==> config.mk <==
export PLATFORM = sky130hd
export DESIGN_NAME = imem_fetch_ctrl_flat
export DESIGN_NICKNAME = d
export VERILOG_FILES = /design/src/rtl/imem_fetch_ctrl_if.sv /design/src/rtl/imem_fetch_ctrl.sv /design/src/flat_wrapper.sv
export SDC_FILE = /design/constraint.sdc
export NUM_CORES = 1
export LEC_CHECK = 0
export CORE_MARGIN = 5
export CORE_UTILIZATION = 41
export CTS_CLUSTER_DIAMETER = 40
export DETAILED_ROUTE_END_ITERATION = 12
export GPL_ROUTABILITY_DRIVEN = 0
export PLACE_DENSITY = 0.76
export SLEW_MARGIN = 30
export SYNTH_ARGS = -nofsm -noshare
export SYNTH_HDL_FRONTEND = slang
export SYNTH_SLANG_ARGS = --single-unit
==> constraint.sdc <==
create_clock -name clk -period 1.91 [get_ports clk]
set_input_delay 0.2865 -clock clk [delete_from_list [all_inputs] [get_ports clk]]
set_output_delay 0.2865 -clock clk [all_outputs]
set_load 0.02 [all_outputs]
==> src/rtl/imem_fetch_ctrl_if.sv <==
// Bundle of fetch, loader and instruction-memory signals around imem_fetch_ctrl.
// The slave modport is the controller; master is the requester/memory side.
interface imem_fetch_ctrl_if #(
    parameter int ADDR_W = 8
);
    logic              fetch_req;
    logic [ADDR_W-1:0] fetch_addr;
    logic              fetch_valid;
    logic [31:0]       fetch_instr;

    logic              load_req;
    logic [ADDR_W-1:0] load_addr;
    logic [7:0]        load_data;
    logic              load_ack;

    logic [ADDR_W-1:0] mem_addr;
    logic              mem_we;
    logic [7:0]        mem_wdata;
    logic [7:0]        mem_rdata;

    logic              busy;

    modport master (
        output fetch_req, fetch_addr, load_req, load_addr, load_data, mem_rdata,
        input  fetch_valid, fetch_instr, load_ack, mem_addr, mem_we, mem_wdata, busy
    );

    modport slave (
        input  fetch_req, fetch_addr, load_req, load_addr, load_data, mem_rdata,
        output fetch_valid, fetch_instr, load_ack, mem_addr, mem_we, mem_wdata, busy
    );
endinterface

==> src/rtl/imem_fetch_ctrl.sv <==
// Byte-wide instruction-memory sequencer: four byte reads -> one 32-bit LE word.
// Define IMEM_LOADER_EN to add the byte loader port with round-robin arbitration.
module imem_fetch_ctrl #(
    parameter int ADDR_W = 8
) (
    input logic               clk,
    input logic               rst,
    imem_fetch_ctrl_if.slave  bus
);
    localparam logic [1:0] S_IDLE  = 2'd0;
    localparam logic [1:0] S_FETCH = 2'd1;
    localparam logic [1:0] S_RESP  = 2'd2;
`ifdef IMEM_LOADER_EN
    localparam logic [1:0] S_WRITE = 2'd3;
`endif

    logic [1:0]        state;
    logic [1:0]        cnt;
    logic [ADDR_W-1:0] base;
    logic [23:0]       byte_buf;
    logic [31:0]       instr_q;
    logic              grant_fetch;

`ifdef IMEM_LOADER_EN
    logic              last_grant;  // 1 = load was granted last
    logic              grant_load;
    logic              tie;
    logic [ADDR_W-1:0] wr_addr;
    logic [7:0]        wr_data;

    always_comb begin
        tie         = bus.fetch_req & bus.load_req;
        grant_fetch = bus.fetch_req & (~bus.load_req | last_grant);
        grant_load  = bus.load_req & (~bus.fetch_req | ~last_grant);
    end
`else
    logic unused_inputs;
    assign unused_inputs = ^{bus.load_req, bus.load_addr, bus.load_data, bus.fetch_addr[1:0]};
    assign grant_fetch   = bus.fetch_req;
`endif

    // NOTE: state is updated with non-blocking assignments so every register
    // samples pre-edge values, independent of statement order.
    always_ff @(posedge clk or posedge rst) begin
        if (rst) begin
            state    <= S_IDLE;
            cnt      <= '0;
            base     <= '0;
            byte_buf <= '0;
            instr_q  <= '0;
`ifdef IMEM_LOADER_EN
            last_grant <= 1'b1;
            wr_addr    <= '0;
            wr_data    <= '0;
`endif
        end else begin
            case (state)
                S_IDLE: begin
                    if (grant_fetch) begin
                        state <= S_FETCH;
                        base  <= {bus.fetch_addr[ADDR_W-1:2], 2'b00};
                        cnt   <= '0;
`ifdef IMEM_LOADER_EN
                        if (tie) last_grant <= 1'b0;
                    end else if (grant_load) begin
                        state   <= S_WRITE;
                        wr_addr <= bus.load_addr;
                        wr_data <= bus.load_data;
                        if (tie) last_grant <= 1'b1;
`endif
                    end
                end
                S_FETCH: begin
                    cnt <= cnt + 2'd1;
                    // Byte 3 goes straight into the result so it is visible during RESP.
                    if (cnt == 2'd3) begin
                        instr_q <= {bus.mem_rdata, byte_buf};
                        state   <= S_RESP;
                    end else begin
                        byte_buf <= {bus.mem_rdata, byte_buf[23:8]};
                    end
                end
                default: state <= S_IDLE;
            endcase
        end
    end

    // NOTE: every output gets a default before the state decode so no latch is inferred.
    always_comb begin
        bus.fetch_valid = (state == S_RESP);
        bus.busy        = (state != S_IDLE);
        bus.fetch_instr = instr_q;
        bus.mem_addr    = '0;
        bus.mem_we      = 1'b0;
        bus.mem_wdata   = '0;
        bus.load_ack    = 1'b0;
        if (state == S_FETCH) bus.mem_addr = base | ADDR_W'(cnt);
`ifdef IMEM_LOADER_EN
        if (state == S_WRITE) begin
            bus.mem_addr  = wr_addr;
            bus.mem_wdata = wr_data;
            bus.mem_we    = 1'b1;
            bus.load_ack  = 1'b1;
        end
`endif
    end
endmodule

==> src/flat_wrapper.sv <==
// flat-port wrapper written by rule: the top's interface ports become plain ports
module imem_fetch_ctrl_flat 
#(
    parameter int ADDR_W = 8
)
  (clk, rst, bus_fetch_req, bus_fetch_addr, bus_load_req, bus_load_addr, bus_load_data, bus_mem_rdata, bus_fetch_valid, bus_fetch_instr, bus_load_ack, bus_mem_addr, bus_mem_we, bus_mem_wdata, bus_busy);
  imem_fetch_ctrl_if #(.ADDR_W(ADDR_W)) bus_i ();
  input logic clk;
  input logic rst;
  input wire logic [$bits(bus_i.fetch_req)-1:0] bus_fetch_req;
  input wire logic [$bits(bus_i.fetch_addr)-1:0] bus_fetch_addr;
  input wire logic [$bits(bus_i.load_req)-1:0] bus_load_req;
  input wire logic [$bits(bus_i.load_addr)-1:0] bus_load_addr;
  input wire logic [$bits(bus_i.load_data)-1:0] bus_load_data;
  input wire logic [$bits(bus_i.mem_rdata)-1:0] bus_mem_rdata;
  output wire logic [$bits(bus_i.fetch_valid)-1:0] bus_fetch_valid;
  output wire logic [$bits(bus_i.fetch_instr)-1:0] bus_fetch_instr;
  output wire logic [$bits(bus_i.load_ack)-1:0] bus_load_ack;
  output wire logic [$bits(bus_i.mem_addr)-1:0] bus_mem_addr;
  output wire logic [$bits(bus_i.mem_we)-1:0] bus_mem_we;
  output wire logic [$bits(bus_i.mem_wdata)-1:0] bus_mem_wdata;
  output wire logic [$bits(bus_i.busy)-1:0] bus_busy;
  assign bus_i.fetch_req = bus_fetch_req;
  assign bus_i.fetch_addr = bus_fetch_addr;
  assign bus_i.load_req = bus_load_req;
  assign bus_i.load_addr = bus_load_addr;
  assign bus_i.load_data = bus_load_data;
  assign bus_i.mem_rdata = bus_mem_rdata;
  assign bus_fetch_valid = bus_i.fetch_valid;
  assign bus_fetch_instr = bus_i.fetch_instr;
  assign bus_load_ack = bus_i.load_ack;
  assign bus_mem_addr = bus_i.mem_addr;
  assign bus_mem_we = bus_i.mem_we;
  assign bus_mem_wdata = bus_i.mem_wdata;
  assign bus_busy = bus_i.busy;
  imem_fetch_ctrl #(.ADDR_W(ADDR_W)) u_core (.clk(clk), .rst(rst), .bus(bus_i));
endmodule
======== After elaboration in Yosys (flattened, before gate mapping) ========
Index checks and enable logic that the tools add are counted.
Widths: inputs -> output; s select.
operators by class
  multiplexer cells ....................... 6
  equality and inequality tests ........... 5
  reductions and logical operators ........ 8
  add/subtract/negate cells ............... 1
  bitwise logic cells ..................... 2
operator list
  cell                 count
  $reduce_and 2->1     5
  $mux 8               1
  $or 8x2->8           1
  $pmux 2 s2           2
  $mux 2               3
  $eq 2x2->1 const B   2
  $reduce_bool 2->1    2
  $add 2x1->2 const B  1
  $eq 2x1->1 const B   1
  $logic_not 2->1      1
  $ne 2x1->1 const B   1
  $ne 2x2->1 const B   1
  $not 1->1            1
storage, ports and cells
  output and inout bits ................... 52
  logic and storage cells ................. 27
  register bits after elaboration ......... 66
  bits of input ports ..................... 36

======== Longest topological paths before layout ========
Gate-level depths: netlist of the first run.
  word-level depth ........................ 3
  depth in mapped cells ................... 4
  mapped depth without buffers ............ 3

======== Worst setup path after synthesis of the first run ========
No wires, ideal clock.
  path kind ............................... register to register
  start ................................... register u_core.cnt[0]
  end ..................................... register u_core.byte_buf[16]
  stages on the path, launching flop included .. 5
  period minus slack after synthesis ...... 1.585 ns
  required time ........................... 1.785 ns
  data arrival time ....................... 1.460 ns
  buffers on the path ..................... 1
  slack ................................... 0.325 ns
  library setup time ...................... 0.125 ns
  cell sequence ........................... dfrtp_1 > ha_1 > nor3b_4 > buf_6 > mux2_2
on the way
  word-level cells in the longest chain between the ends .. 3
ends and longest elaborated chain
  what                               line                   RTL
  from (decl)                        imem_fetch_ctrl.sv:18  logic [1:0] cnt;
  from (signal assigned)             imem_fetch_ctrl.sv:74  cnt <= cnt + 2'd1;
  $eq 2x2->1                         imem_fetch_ctrl.sv:76  if (cnt == 2'd3) begin
  $not 1->1 (no source line)         --
  $reduce_and 2->1 (no source line)  --
  to (signal assigned)               imem_fetch_ctrl.sv:80  byte_buf <= {bus.mem_rdata, byte_buf[23:8]};
  to (decl)                          imem_fetch_ctrl.sv:20  logic [23:0] byte_buf;
No other way between the ends.
A chain may end at the register's enable or synchronous reset.

======== Worst setup path in the final report of the first run ========
  start ................................... register u_core.state[0]
  end ..................................... output bus_busy
on the way
  word-level cells in the longest chain between the ends .. 1
ends and longest elaborated chain
  what                    line                   RTL
  from (decl)             imem_fetch_ctrl.sv:17  logic [1:0] state;
  from (signal assigned)  imem_fetch_ctrl.sv:46  state <= S_IDLE;
  from (signal assigned)  imem_fetch_ctrl.sv:60  state <= S_FETCH;
  from (signal assigned)  imem_fetch_ctrl.sv:78  state <= S_RESP;
  $reduce_bool 2->1       imem_fetch_ctrl.sv:91  bus.busy = (state != S_IDLE);
  to (decl)               flat_wrapper.sv:22     output wire logic [$bits(bus_i.busy)-1:0] bus_busy;
No other way between the ends.

==> results of run 1 <==
## how the worst max path moves through the flow
| stage | from | end | slack, ns | cells after the start |
|---|---|---|---|---|
| 6_report | u_core.state[0] | bus_busy | 0.14 | 3 |
| 2_1_floorplan | u_core.cnt[0] | u_core.byte_buf[16] | 0.33 | 4 |
| 3_3_place_gp | u_core.state[0] | bus_mem_addr[3] | 0.19 | 4 |
| 3_5_place_dp | u_core.state[0] | bus_mem_addr[5] | 0.17 | 4 |
| 4_1_cts | u_core.state[1] | bus_fetch_valid | 0.01 | 3 |
| 5_1_grt | u_core.state[0] | bus_mem_addr[6] | 0.06 | 4 |
## sequential cells by signal, indices dropped and copies added, names as in the netlist
signal and count:
u_core.byte_buf 24, u_core.bus.fetch_instr 32, u_core.state 2, u_core.base 6, u_core.cnt 2
## report_power, final
group | internal (W) | leakage (nW) | switching [W]
Combinational | 0.00178 | 0.680 | 0.00137
Sequential | 0.00213 | 0.773 | 0.000380
Clock | 0.000575 | 0.0965 | 0.000495
## metal layers
layer / vias to the layer above / global-route usage
li1: 703 / -
met1: 739 / 0.1515
met2: 38 / 0.1834
met3: 10 / 0.04417
met4: 0 / 0.05955
met5: - / 0
## cells in the final DEF (no fill, tap or decap)
cell type / instances
sky130_fd_sc_hd__a21oi_1: 1
sky130_fd_sc_hd__a22o_1: 1
sky130_fd_sc_hd__and2_1: 8
sky130_fd_sc_hd__buf_12: 2
sky130_fd_sc_hd__buf_4: 5
sky130_fd_sc_hd__clkbuf_1: 2
sky130_fd_sc_hd__clkbuf_8: 12
sky130_fd_sc_hd__clkdlybuf4s15_1: 4
sky130_fd_sc_hd__clkdlybuf4s50_1: 48
sky130_fd_sc_hd__clkinv_2: 2
sky130_fd_sc_hd__clkinvlp_4: 1
sky130_fd_sc_hd__conb_1: 10
sky130_fd_sc_hd__dfrtp_1: 66
sky130_fd_sc_hd__dlygate4sd2_1: 5
sky130_fd_sc_hd__dlymetal6s2s_1: 1
sky130_fd_sc_hd__ha_1: 1
sky130_fd_sc_hd__inv_1: 1
sky130_fd_sc_hd__mux2_1: 2
sky130_fd_sc_hd__mux2_2: 61
sky130_fd_sc_hd__nand2b_1: 2
sky130_fd_sc_hd__nand3b_4: 1
sky130_fd_sc_hd__nor2b_1: 2
sky130_fd_sc_hd__nor3b_2: 1
sky130_fd_sc_hd__nor3b_4: 1
sky130_fd_sc_hd__o21bai_1: 1
sky130_fd_sc_hd__or2_2: 1
## worst register-to-register path, delay by kind of cell, from the launching register on
kind | cells | cell delay [ns]
and+or+nand+nor | 1 | 0.42
adders and majority gates | 1 | 0.28
DFF | 1 | 0.38
muxes | 1 | 0.44
## through the flow
| stage | power, W | hold WS, ns | utilization | area [sq um] | std cells |
|---|---|---|---|---|---|
| floorplan | 0.004533 | 0.4305 | - | 2705 | 179 |
| global placement | 0.005722 | 0.4690 | 0.5234 | 3323 | 302 |
| detailed placement | 0.005814 | 0.4755 | 0.5234 | 3323 | 302 |
| CTS | 0.006836 | 0.4052 | 0.5503 | 3495 | 318 |
| global route | 0.007201 | 0.4176 | 0.5527 | 3510 | 319 |
| finish | 0.006736 | 0.3908 | 0.5527 | 3510 | 319 |
## cells by family after synthesis
kind of cell	synth area share
compound gates	0.007974
mux	0.2659
fa+ha+maj	0.004690
other cells	0.001406
simple gates	0.04972
flops	0.6191
buf+inv	0.05113
## cell type report
type,instances,area [sq um],share of cell area
clock inverter,2,10.01,0.002852
multi-input combinational,93,913.4,0.2602
tap,77,96.34,0.02745
sequential,66,1652,0.4706
inverter,2,11.26,0.003209
timing repair buffer,65,654.4,0.1865
clock buffer,14,172.7,0.04920
## what timing repair did
action | in CTS | in global routing
gates resized for setup | 9 | 5
buffers inserted | 0 | 1
setup endpoints to repair | 9 | 7
==> report_table.html, run 1 <==
<table>
<tr><th>Metric</th><th>Value</th></tr>
<tr><th colspan="2">CTS</th></tr>
<tr><td>Buffer cell driving the clock tree root</td><td>sky130_fd_sc_hd__clkbuf_8</td></tr>
<tr><td>Maximum clock insertion buffer count</td><td>2</td></tr>
<tr><td># hold bufs at CTS</td><td>0</td></tr>
<tr><td>H-tree levels</td><td>3</td></tr>
<tr><td>Number of sinks driven by the clock tree</td><td>66</td></tr>
<tr><td>Clock transition time at the flip-flop clock pins of the worst setup and hold paths</td><td>0.07 ns</td></tr>
<tr><td>Number of CTS-inserted buffers</td><td>9</td></tr>
<tr><td>Clock latency at the later pin of the worst-skew pair</td><td>0.33 ns</td></tr>
<tr><td>TritonCTS clock tree</td><td>built</td></tr>
<tr><th colspan="2">Detailed routing</th></tr>
<tr><td>Detailed-route wire length on metal 1</td><td>1936 um</td></tr>
<tr><td>Met2 Routed Length</td><td>2199 um</td></tr>
<tr><td>Wire per inst</td><td>14.16 um</td></tr>
<tr><td>Top Layer Used</td><td>met4</td></tr>
<tr><td>Final wirelength</td><td>4517 um</td></tr>
<tr><td>Detailed-route vias per instance</td><td>4.671</td></tr>
<tr><td>DRC violations left</td><td>0</td></tr>
<tr><td>Initial DRC Count</td><td>35</td></tr>
<tr><td>Met3 WL</td><td>291 um</td></tr>
<tr><td>Routed via count</td><td>1,490</td></tr>
<tr><td>Detailed-router iteration count before antenna repair</td><td>2</td></tr>
<tr><td>Antenna Nets Post-Route</td><td>0</td></tr>
<tr><th colspan="2">Worst setup path</th></tr>
<tr><td>Family of cells with the greatest summed delay on the critical path</td><td>buffers and inverters</td></tr>
<tr><td>Logic depth of the worst register-to-register path</td><td>3</td></tr>
<tr><td>Sum of buffers and inverters on the critical path</td><td>2</td></tr>
<tr><td>Sort of element at the end of the critical path</td><td>output pin</td></tr>
<tr><td>Slack of the worst reg-to-reg path</td><td>about 0.27 ns</td></tr>
<tr><td>Cell chain of the critical path</td><td>buf_4, or2_2, dlygate4sd2_1</td></tr>
<tr><td>RR Startpoint</td><td>u_core.cnt[0]</td></tr>
<tr><td>Worst stage delay on the critical path</td><td>0.40 ns</td></tr>
<tr><td>Endpoint required time on the critical path</td><td>1.62 ns</td></tr>
<tr><td>Peak fanout along the critical path</td><td>3</td></tr>
<tr><td>Data arrival time at the worst-slack endpoint</td><td>about 1.5 ns</td></tr>
<tr><td>Crit path launch type</td><td>flop</td></tr>
<tr><td>End of the worst register-to-register path</td><td>u_core.bus.fetch_instr[2]</td></tr>
<tr><td>Max stage delay cell, worst path</td><td>sky130_fd_sc_hd__dfrtp_1</td></tr>
<tr><td>Startpoint-to-endpoint class of the critical path</td><td>flop to output pin</td></tr>
<tr><th colspan="2">Logic synthesis</th></tr>
<tr><td>Fraction of registers with async set or reset after synthesis</td><td>1.000</td></tr>
<tr><td>Area share of the largest cell type after synthesis</td><td>0.6191</td></tr>
<tr><td>Sequential-to-total area share from yosys stat</td><td>0.6191</td></tr>
<tr><td>Most frequent cells after synthesis</td><td>sky130_fd_sc_hd__dfrtp_1 (66), sky130_fd_sc_hd__mux2_2 (61), sky130_fd_sc_hd__buf_4 (11)</td></tr>
<tr><td>Count of flip-flops with a built-in enable after synthesis</td><td>0</td></tr>
<tr><td>Cell area after synthesis</td><td>2668 sq um</td></tr>
<tr><td>Most frequent cell after synthesis</td><td>sky130_fd_sc_hd__dfrtp_1</td></tr>
<tr><td>Dominant cells by area after synthesis</td><td>sky130_fd_sc_hd__dfrtp_1 (62%), sky130_fd_sc_hd__mux2_2 (26%), sky130_fd_sc_hd__buf_4 (3.1%)</td></tr>
<tr><td>Mean instance size in the synthesized netlist</td><td>~16 sq um</td></tr>
<tr><td>Flop and latch count out of synthesis</td><td>66</td></tr>
<tr><td>Syn. warnings</td><td>0</td></tr>
<tr><td>Primary FF master, synth</td><td>sky130_fd_sc_hd__dfrtp_1</td></tr>
<tr><td>Cell count after synthesis</td><td>170</td></tr>
<tr><td>Dominant cell type by area after synthesis</td><td>sky130_fd_sc_hd__dfrtp_1</td></tr>
<tr><td>Number of unique standard cell types used by synthesis</td><td>20</td></tr>
<tr><th colspan="2">Die</th></tr>
<tr><td>Initial Utilization</td><td>0.4201</td></tr>
<tr><td>Total I/O pin count</td><td>88</td></tr>
<tr><td>Die Wd</td><td>90.66 um</td></tr>
<tr><td>Overall die area</td><td>8219 sq um</td></tr>
<tr><td>Die Y-Extent</td><td>90.66 um</td></tr>
<tr><td>Core ar.</td><td>6350 sq um</td></tr>
<tr><td>Standard-cell row count</td><td>29</td></tr>
<tr><th colspan="2">GRT</th></tr>
<tr><td>Via count of the first global-routing pass</td><td>between 1,500 and 2,000</td></tr>
<tr><td>Global-route total usage across every layer</td><td>0.1209</td></tr>
<tr><td>Largest net degree at the start of global routing</td><td>67</td></tr>
<tr><td>First-pass GRT wire length</td><td>between 7000 and 8000 um</td></tr>
<tr><td>Antenna violations before repair</td><td>0</td></tr>
<tr><td>Residual overflow from global routing</td><td>0</td></tr>
<tr><th colspan="2">Flow run</th></tr>
<tr><td>Number of max-cap violations</td><td>0</td></tr>
<tr><th colspan="2">Timing</th></tr>
<tr><td>RSZ-0062 raised after global routing</td><td>false</td></tr>
<tr><td>Clock Skews</td><td>0.006294 ns</td></tr>
<tr><td>Final min period</td><td>1.774 ns</td></tr>
<tr><td>Maximum frequency from static timing analysis</td><td>0.5637 GHz</td></tr>
<tr><td>Worst setup margin</td><td>approximately 0.14 ns</td></tr>
<tr><td>Total setup violations reported at the end of the flow</td><td>0</td></tr>
<tr><td>Final-report max-slew violation count</td><td>0</td></tr>
<tr><td>Total negative slack for setup checks</td><td>0 ns</td></tr>
<tr><td>Final Hold Violating Endpoints</td><td>0</td></tr>
<tr><td>Portion of the clock cycle consumed by the worst path in the final layout</td><td>0.9288</td></tr>
<tr><th colspan="2">Power and ir drop</th></tr>
<tr><td>Static leakage</td><td>around 1.5 nW</td></tr>
<tr><td>Power density over cell area</td><td>1919 nW/um^2</td></tr>
<tr><td>Peak supply drop</td><td>just over 0.9 mV</td></tr>
<tr><th colspan="2">Outcome</th></tr>
<tr><td>Result of the run</td><td>completed</td></tr>
<tr><th colspan="2">Layout</th></tr>
<tr><td>Fraction of final layout cells sized beyond drive strength 1</td><td>0.3595</td></tr>
<tr><td>Final net count</td><td>274</td></tr>
<tr><td>N_diodes</td><td>0</td></tr>
<tr><td>Area added between synthesis and finish</td><td>31.57%</td></tr>
<tr><td>Layout filler cell count</td><td>536</td></tr>
<tr><th colspan="2">Placement</th></tr>
<tr><td>Buffers on Ports</td><td>58</td></tr>
<tr><td>DP Worst Slack</td><td>around 0.17 ns</td></tr>
<tr><td>HPWL reported at the end of detailed placement</td><td>approximately 3000 um</td></tr>
<tr><th colspan="2">Min path</th></tr>
<tr><td>Hold WC Path Type</td><td>primary input to asynchronous set/reset pin</td></tr>
</table>
No activity file was read; power rests on OpenSTA's default activity.
==> run 2: changes to the inputs <==
--- a/config.mk
+++ b/config.mk
@@ -7,7 +7,6 @@
 export LEC_CHECK = 0
 export CORE_MARGIN = 5
 export CORE_UTILIZATION = 41
-export CTS_CLUSTER_DIAMETER = 40
 export DETAILED_ROUTE_END_ITERATION = 12
 export GPL_ROUTABILITY_DRIVEN = 0
 export PLACE_DENSITY = 0.76
==> results of run 2 <==
No change in the layout: final DEF, timing and power equal those of run 1.
==> run 3: changes to the inputs <==
--- a/config.mk
+++ b/config.mk
@@ -6,10 +6,10 @@
 export NUM_CORES = 1
 export LEC_CHECK = 0
 export CORE_MARGIN = 5
-export CORE_UTILIZATION = 41
+export CORE_UTILIZATION = 49
 export DETAILED_ROUTE_END_ITERATION = 12
 export GPL_ROUTABILITY_DRIVEN = 0
-export PLACE_DENSITY = 0.76
+export PLACE_DENSITY = 0.85
 export SLEW_MARGIN = 30
 export SYNTH_ARGS = -nofsm -noshare
 export SYNTH_HDL_FRONTEND = slang
==> constraint.sdc (replaced) <==
create_clock -name clk -period 2.24 [get_ports clk]
set_input_delay 0.336 -clock clk [delete_from_list [all_inputs] [get_ports clk]]
set_output_delay 0.336 -clock clk [all_outputs]
set_load 0.02 [all_outputs]
==> run 3 against run 2 <==
Compared with the run above: total power decreased by 15%; critical path depth up 1; flip-flop and latch count is the same; clock skew shrank 0.0015 ns; clock-buffer cell count is 1 lower; clock power down 15%; wire length is 0.73% lower; largest power group unchanged; first-iteration DRC count is 29% higher.
==> report_table.html, run 3 (synthesized netlist as in run 1, its figures left out) <==
<table>
<tr><th>Metric</th><th>Value</th></tr>
<tr><th colspan="2">Layout</th></tr>
<tr><td>Fraction of final layout cells sized beyond drive strength 1</td><td>0.3500 (-0.009504)</td></tr>
<tr><td>Area added between synthesis and finish</td><td>29.92%</td></tr>
<tr><td>Post-layout instance area</td><td>3466 sq um (-1.2%)</td></tr>
<tr><td>N_diodes</td><td>0 (unchanged)</td></tr>
<tr><td>Most common library cell in the layout ignoring fill and taps</td><td>sky130_fd_sc_hd__dfrtp_1</td></tr>
<tr><td>Commonest cells after routing, fill and taps aside</td><td>sky130_fd_sc_hd__dfrtp_1 (65), sky130_fd_sc_hd__mux2_2 (61), sky130_fd_sc_hd__clkdlybuf4s50_1 (55)</td></tr>
<tr><td>Layout filler cell count</td><td>392 (-27%)</td></tr>
<tr><td>Number of flip-flops under the largest register name</td><td>32 (unchanged)</td></tr>
<tr><td>Final net count</td><td>272 (-0.73%)</td></tr>
<tr><th colspan="2">CTS</th></tr>
<tr><td>Maximum clock insertion buffer count</td><td>2 (unchanged)</td></tr>
<tr><td>TritonCTS clock tree</td><td>built</td></tr>
<tr><td>Number of sinks driven by the clock tree</td><td>66 (unchanged)</td></tr>
<tr><td>H-tree levels</td><td>3 (unchanged)</td></tr>
<tr><td>Number of gates resized after CTS</td><td>0 (-9)</td></tr>
<tr><td>Clock transition time at the flip-flop clock pins of the worst setup and hold paths</td><td>0.07 ns (about the same)</td></tr>
<tr><td>Number of setup buffers added after CTS</td><td>0 (unchanged)</td></tr>
<tr><td># hold bufs at CTS</td><td>0 (unchanged)</td></tr>
<tr><td>Number of CTS-inserted buffers</td><td>9 (unchanged)</td></tr>
<tr><td>Buffer cell driving the clock tree root</td><td>sky130_fd_sc_hd__clkbuf_8</td></tr>
<tr><td>Clock latency at the later pin of the worst-skew pair</td><td>0.33 ns (about the same)</td></tr>
<tr><th colspan="2">GRT</th></tr>
<tr><td>Residual overflow from global routing</td><td>0 (unchanged)</td></tr>
<tr><td>Global-route total usage across every layer</td><td>0.1417 (+0.02078)</td></tr>
<tr><td>Largest net degree at the start of global routing</td><td>41 (-39%)</td></tr>
<tr><td>Via count of the first global-routing pass</td><td>1,614 (+3.5%)</td></tr>
<tr><td>First-pass GRT wire length</td><td>7686 um (-3.1%)</td></tr>
<tr><td>Antenna violations before repair</td><td>0 (unchanged)</td></tr>
<tr><th colspan="2">Timing</th></tr>
<tr><td>Portion of the clock cycle consumed by the worst path in the final layout</td><td>0.9521</td></tr>
<tr><td>Maximum frequency from static timing analysis</td><td>0.4689 GHz</td></tr>
<tr><td>Slew Limit Headroom</td><td>0.6670</td></tr>
<tr><td>Final Hold Violating Endpoints</td><td>0 (unchanged)</td></tr>
<tr><td>Total setup violations reported at the end of the flow</td><td>0 (unchanged)</td></tr>
<tr><td>Final-report max-slew violation count</td><td>0 (unchanged)</td></tr>
<tr><td>RSZ-0062 raised after global routing</td><td>false</td></tr>
<tr><td>Final min period</td><td>2.133 ns</td></tr>
<tr><td>Worst setup margin</td><td>0.1074 ns (-0.02865 ns)</td></tr>
<tr><td>Total negative slack for setup checks</td><td>0 ns (unchanged)</td></tr>
<tr><td>Worst-margin pin slew</td><td>0.4974 ns</td></tr>
<tr><td>Clock Skews</td><td>0.004806 ns (-0.001488 ns)</td></tr>
<tr><th colspan="2">Outcome</th></tr>
<tr><td>Result of the run</td><td>completed</td></tr>
<tr><th colspan="2">Worst setup path</th></tr>
<tr><td>Endpoint required time on the critical path</td><td>1.90 ns (+0.28 ns)</td></tr>
<tr><td>Data arrival time at the worst-slack endpoint</td><td>1.80 ns (+0.31 ns)</td></tr>
<tr><td>Crit path launch type</td><td>flop</td></tr>
<tr><td>Startpoint-to-endpoint class of the critical path</td><td>flop to output pin</td></tr>
<tr><td>Peak fanout along the critical path</td><td>10 (+7)</td></tr>
<tr><td>Logic depth of the worst register-to-register path</td><td>4 (+1)</td></tr>
<tr><td>Sort of element at the end of the critical path</td><td>output pin</td></tr>
<tr><th colspan="2">Power and ir drop</th></tr>
<tr><td>Total Power</td><td>0.005745 W (-15%)</td></tr>
<tr><td>Sw Pwr</td><td>0.001899 W (-15%)</td></tr>
<tr><td>Static leakage</td><td>1.534 nW (-0.97%)</td></tr>
<tr><td>Net Sw Frac</td><td>0.3304 (-0.002620)</td></tr>
<tr><td>Peak supply drop</td><td>0.8415 mV (-7.8%)</td></tr>
<tr><td>Part of the total power dissipated in combinational logic</td><td>0.466 (-0.002)</td></tr>
<tr><td>Clock network fraction of design power</td><td>0.159 (about the same)</td></tr>
<tr><td>Power density over cell area</td><td>1658 nW/um^2 (-14%)</td></tr>
<tr><td>Internal power of the cells</td><td>0.003847 W (-14%)</td></tr>
<tr><td>Part of the power in registers</td><td>0.375 (+0.002)</td></tr>
<tr><th colspan="2">Detailed routing</th></tr>
<tr><td>Routed via count</td><td>1,495 (+0.34%)</td></tr>
<tr><td>Initial DRC Count</td><td>45 (+29%)</td></tr>
<tr><td>Antenna Nets Post-Route</td><td>0 (unchanged)</td></tr>
<tr><td>DRC violations left</td><td>0 (unchanged)</td></tr>
<tr><td>Detailed-router iteration count before antenna repair</td><td>2 (unchanged)</td></tr>
<tr><td>Met3 WL</td><td>237 um (-19%)</td></tr>
<tr><td>Detailed-route vias per instance</td><td>4.823 (+3.2%)</td></tr>
<tr><td>Met2 Routed Length</td><td>2388 um (+8.6%)</td></tr>
<tr><td>Final wirelength</td><td>4484 um (-0.73%)</td></tr>
<tr><td>Wire per inst</td><td>14.46 um (+2.2%)</td></tr>
<tr><td>Top Layer Used</td><td>met4</td></tr>
<tr><td>Detailed-route wire length on metal 1</td><td>1778 um (-8.2%)</td></tr>
<tr><th colspan="2">Placement</th></tr>
<tr><td>Post-place instance area</td><td>3278 sq um (-1.4%)</td></tr>
<tr><td>Buffers on Ports</td><td>58 (unchanged)</td></tr>
<tr><td>HPWL reported at the end of detailed placement</td><td>3122 um (+5.6%)</td></tr>
<tr><td>DP Worst Slack</td><td>0.3712 ns (+0.2045 ns)</td></tr>
<tr><th colspan="2">Flow run</th></tr>
<tr><td>Number of max-cap violations</td><td>0 (unchanged)</td></tr>
<tr><th colspan="2">Die</th></tr>
<tr><td>Core ar.</td><td>5205 sq um (-18%)</td></tr>
<tr><td>Standard-cell row count</td><td>26 (-10%)</td></tr>
<tr><td>Overall die area</td><td>7020 sq um (-15%)</td></tr>
<tr><td>Die Y-Extent</td><td>83.79 um (-7.6%)</td></tr>
<tr><td>Initial Utilization</td><td>0.5125 (+0.09240)</td></tr>
<tr><td>Die Wd</td><td>83.79 um (-7.6%)</td></tr>
<tr><td>Total I/O pin count</td><td>88 (unchanged)</td></tr>
<tr><th colspan="2">Min path</th></tr>
<tr><td>Hold WC Path Type</td><td>primary input to asynchronous set/reset pin</td></tr>
</table>
## run 3: cell types whose count changed in the layout (fill, tap and decap cells not counted), sizes merged
cell	before	now
dlygate4sd2	5	0
buf	7	5
bufinv	0	1
clkdlybuf4s15	4	0
clkbuf	14	13
clkinvlp	1	0
inv	1	2
dlymetal6s2s	1	3
clkdlybuf4s50	48	55
## run 3: path summary, 6_finish.rpt
kind                                              end  slack (ns)          startpoint
setup / recovery                      bus_mem_addr[6]        0.11     u_core.state[1]
hold / removal             u_core.bus.fetch_instr[21]        0.39                 rst
setup reg to reg                   u_core.byte_buf[0]        0.53       u_core.cnt[0]
hold reg to reg                    u_core.byte_buf[4]        0.49  u_core.byte_buf[4]
max in group asynchronous             u_core.state[1]        1.41                 rst
min in group clk                   u_core.byte_buf[4]        0.49  u_core.byte_buf[4]
## run 3: cell type report
cell class | instances | area, sq um | share of cell area
Clock buffer | 13 | 138.9 | 0.04007
Clock inverter | 3 | 40.04 | 0.01155
Inverter | 2 | 7.507 | 0.002166
Multi-Input combinational cell | 93 | 913.4 | 0.2635
Sequential cell | 66 | 1653 | 0.4769
Tap cell | 70 | 87.58 | 0.02527
Timing Repair Buffer | 63 | 625.6 | 0.1805
## run 3: worst max-delay path, stage by stage, from the launching register on
cell                              delay, ns
sky130_fd_sc_hd__dfrtp_2               0.46
sky130_fd_sc_hd__nor2b_1               0.12
sky130_fd_sc_hd__buf_4                 0.16
sky130_fd_sc_hd__and2_1                0.12
sky130_fd_sc_hd__clkdlybuf4s50_1       0.60
## run 3: per-stage QoR
stage / hold slack, ns / utilization / std cells
2_1_floorplan: 0.4541 / - / 179
3_3_place_gp: 0.4700 / 0.6298 / 294
3_5_place_dp: 0.4765 / 0.6298 / 294
4_1_cts: 0.3847 / 0.6642 / 310
5_1_grt: 0.4183 / 0.6659 / 310
6_report: 0.3858 / 0.6659 / 310
## run 3: layer usage
metal / vias to the layer above / global-route usage
met2: 40 / 0.2379
met3: 10 / 0.04146
li1: 697 / -
met5: - / 0
met4: 0 / 0.08772
met1: 748 / 0.1572
## run 3: power by group through the flow
| stage | clock network [W] | registers (W) | logic [W] |
|---|---|---|---|
| floorplan | 0 | 0.00246 | 0.00140 |
| global placement | 0 | 0.00215 | 0.00266 |
| detailed placement | 0 | 0.00218 | 0.00273 |
| CTS | 0.000946 | 0.00216 | 0.00274 |
| global route | 0.00100 | 0.00224 | 0.00287 |
| finish | 0.000914 | 0.00215 | 0.00268 |
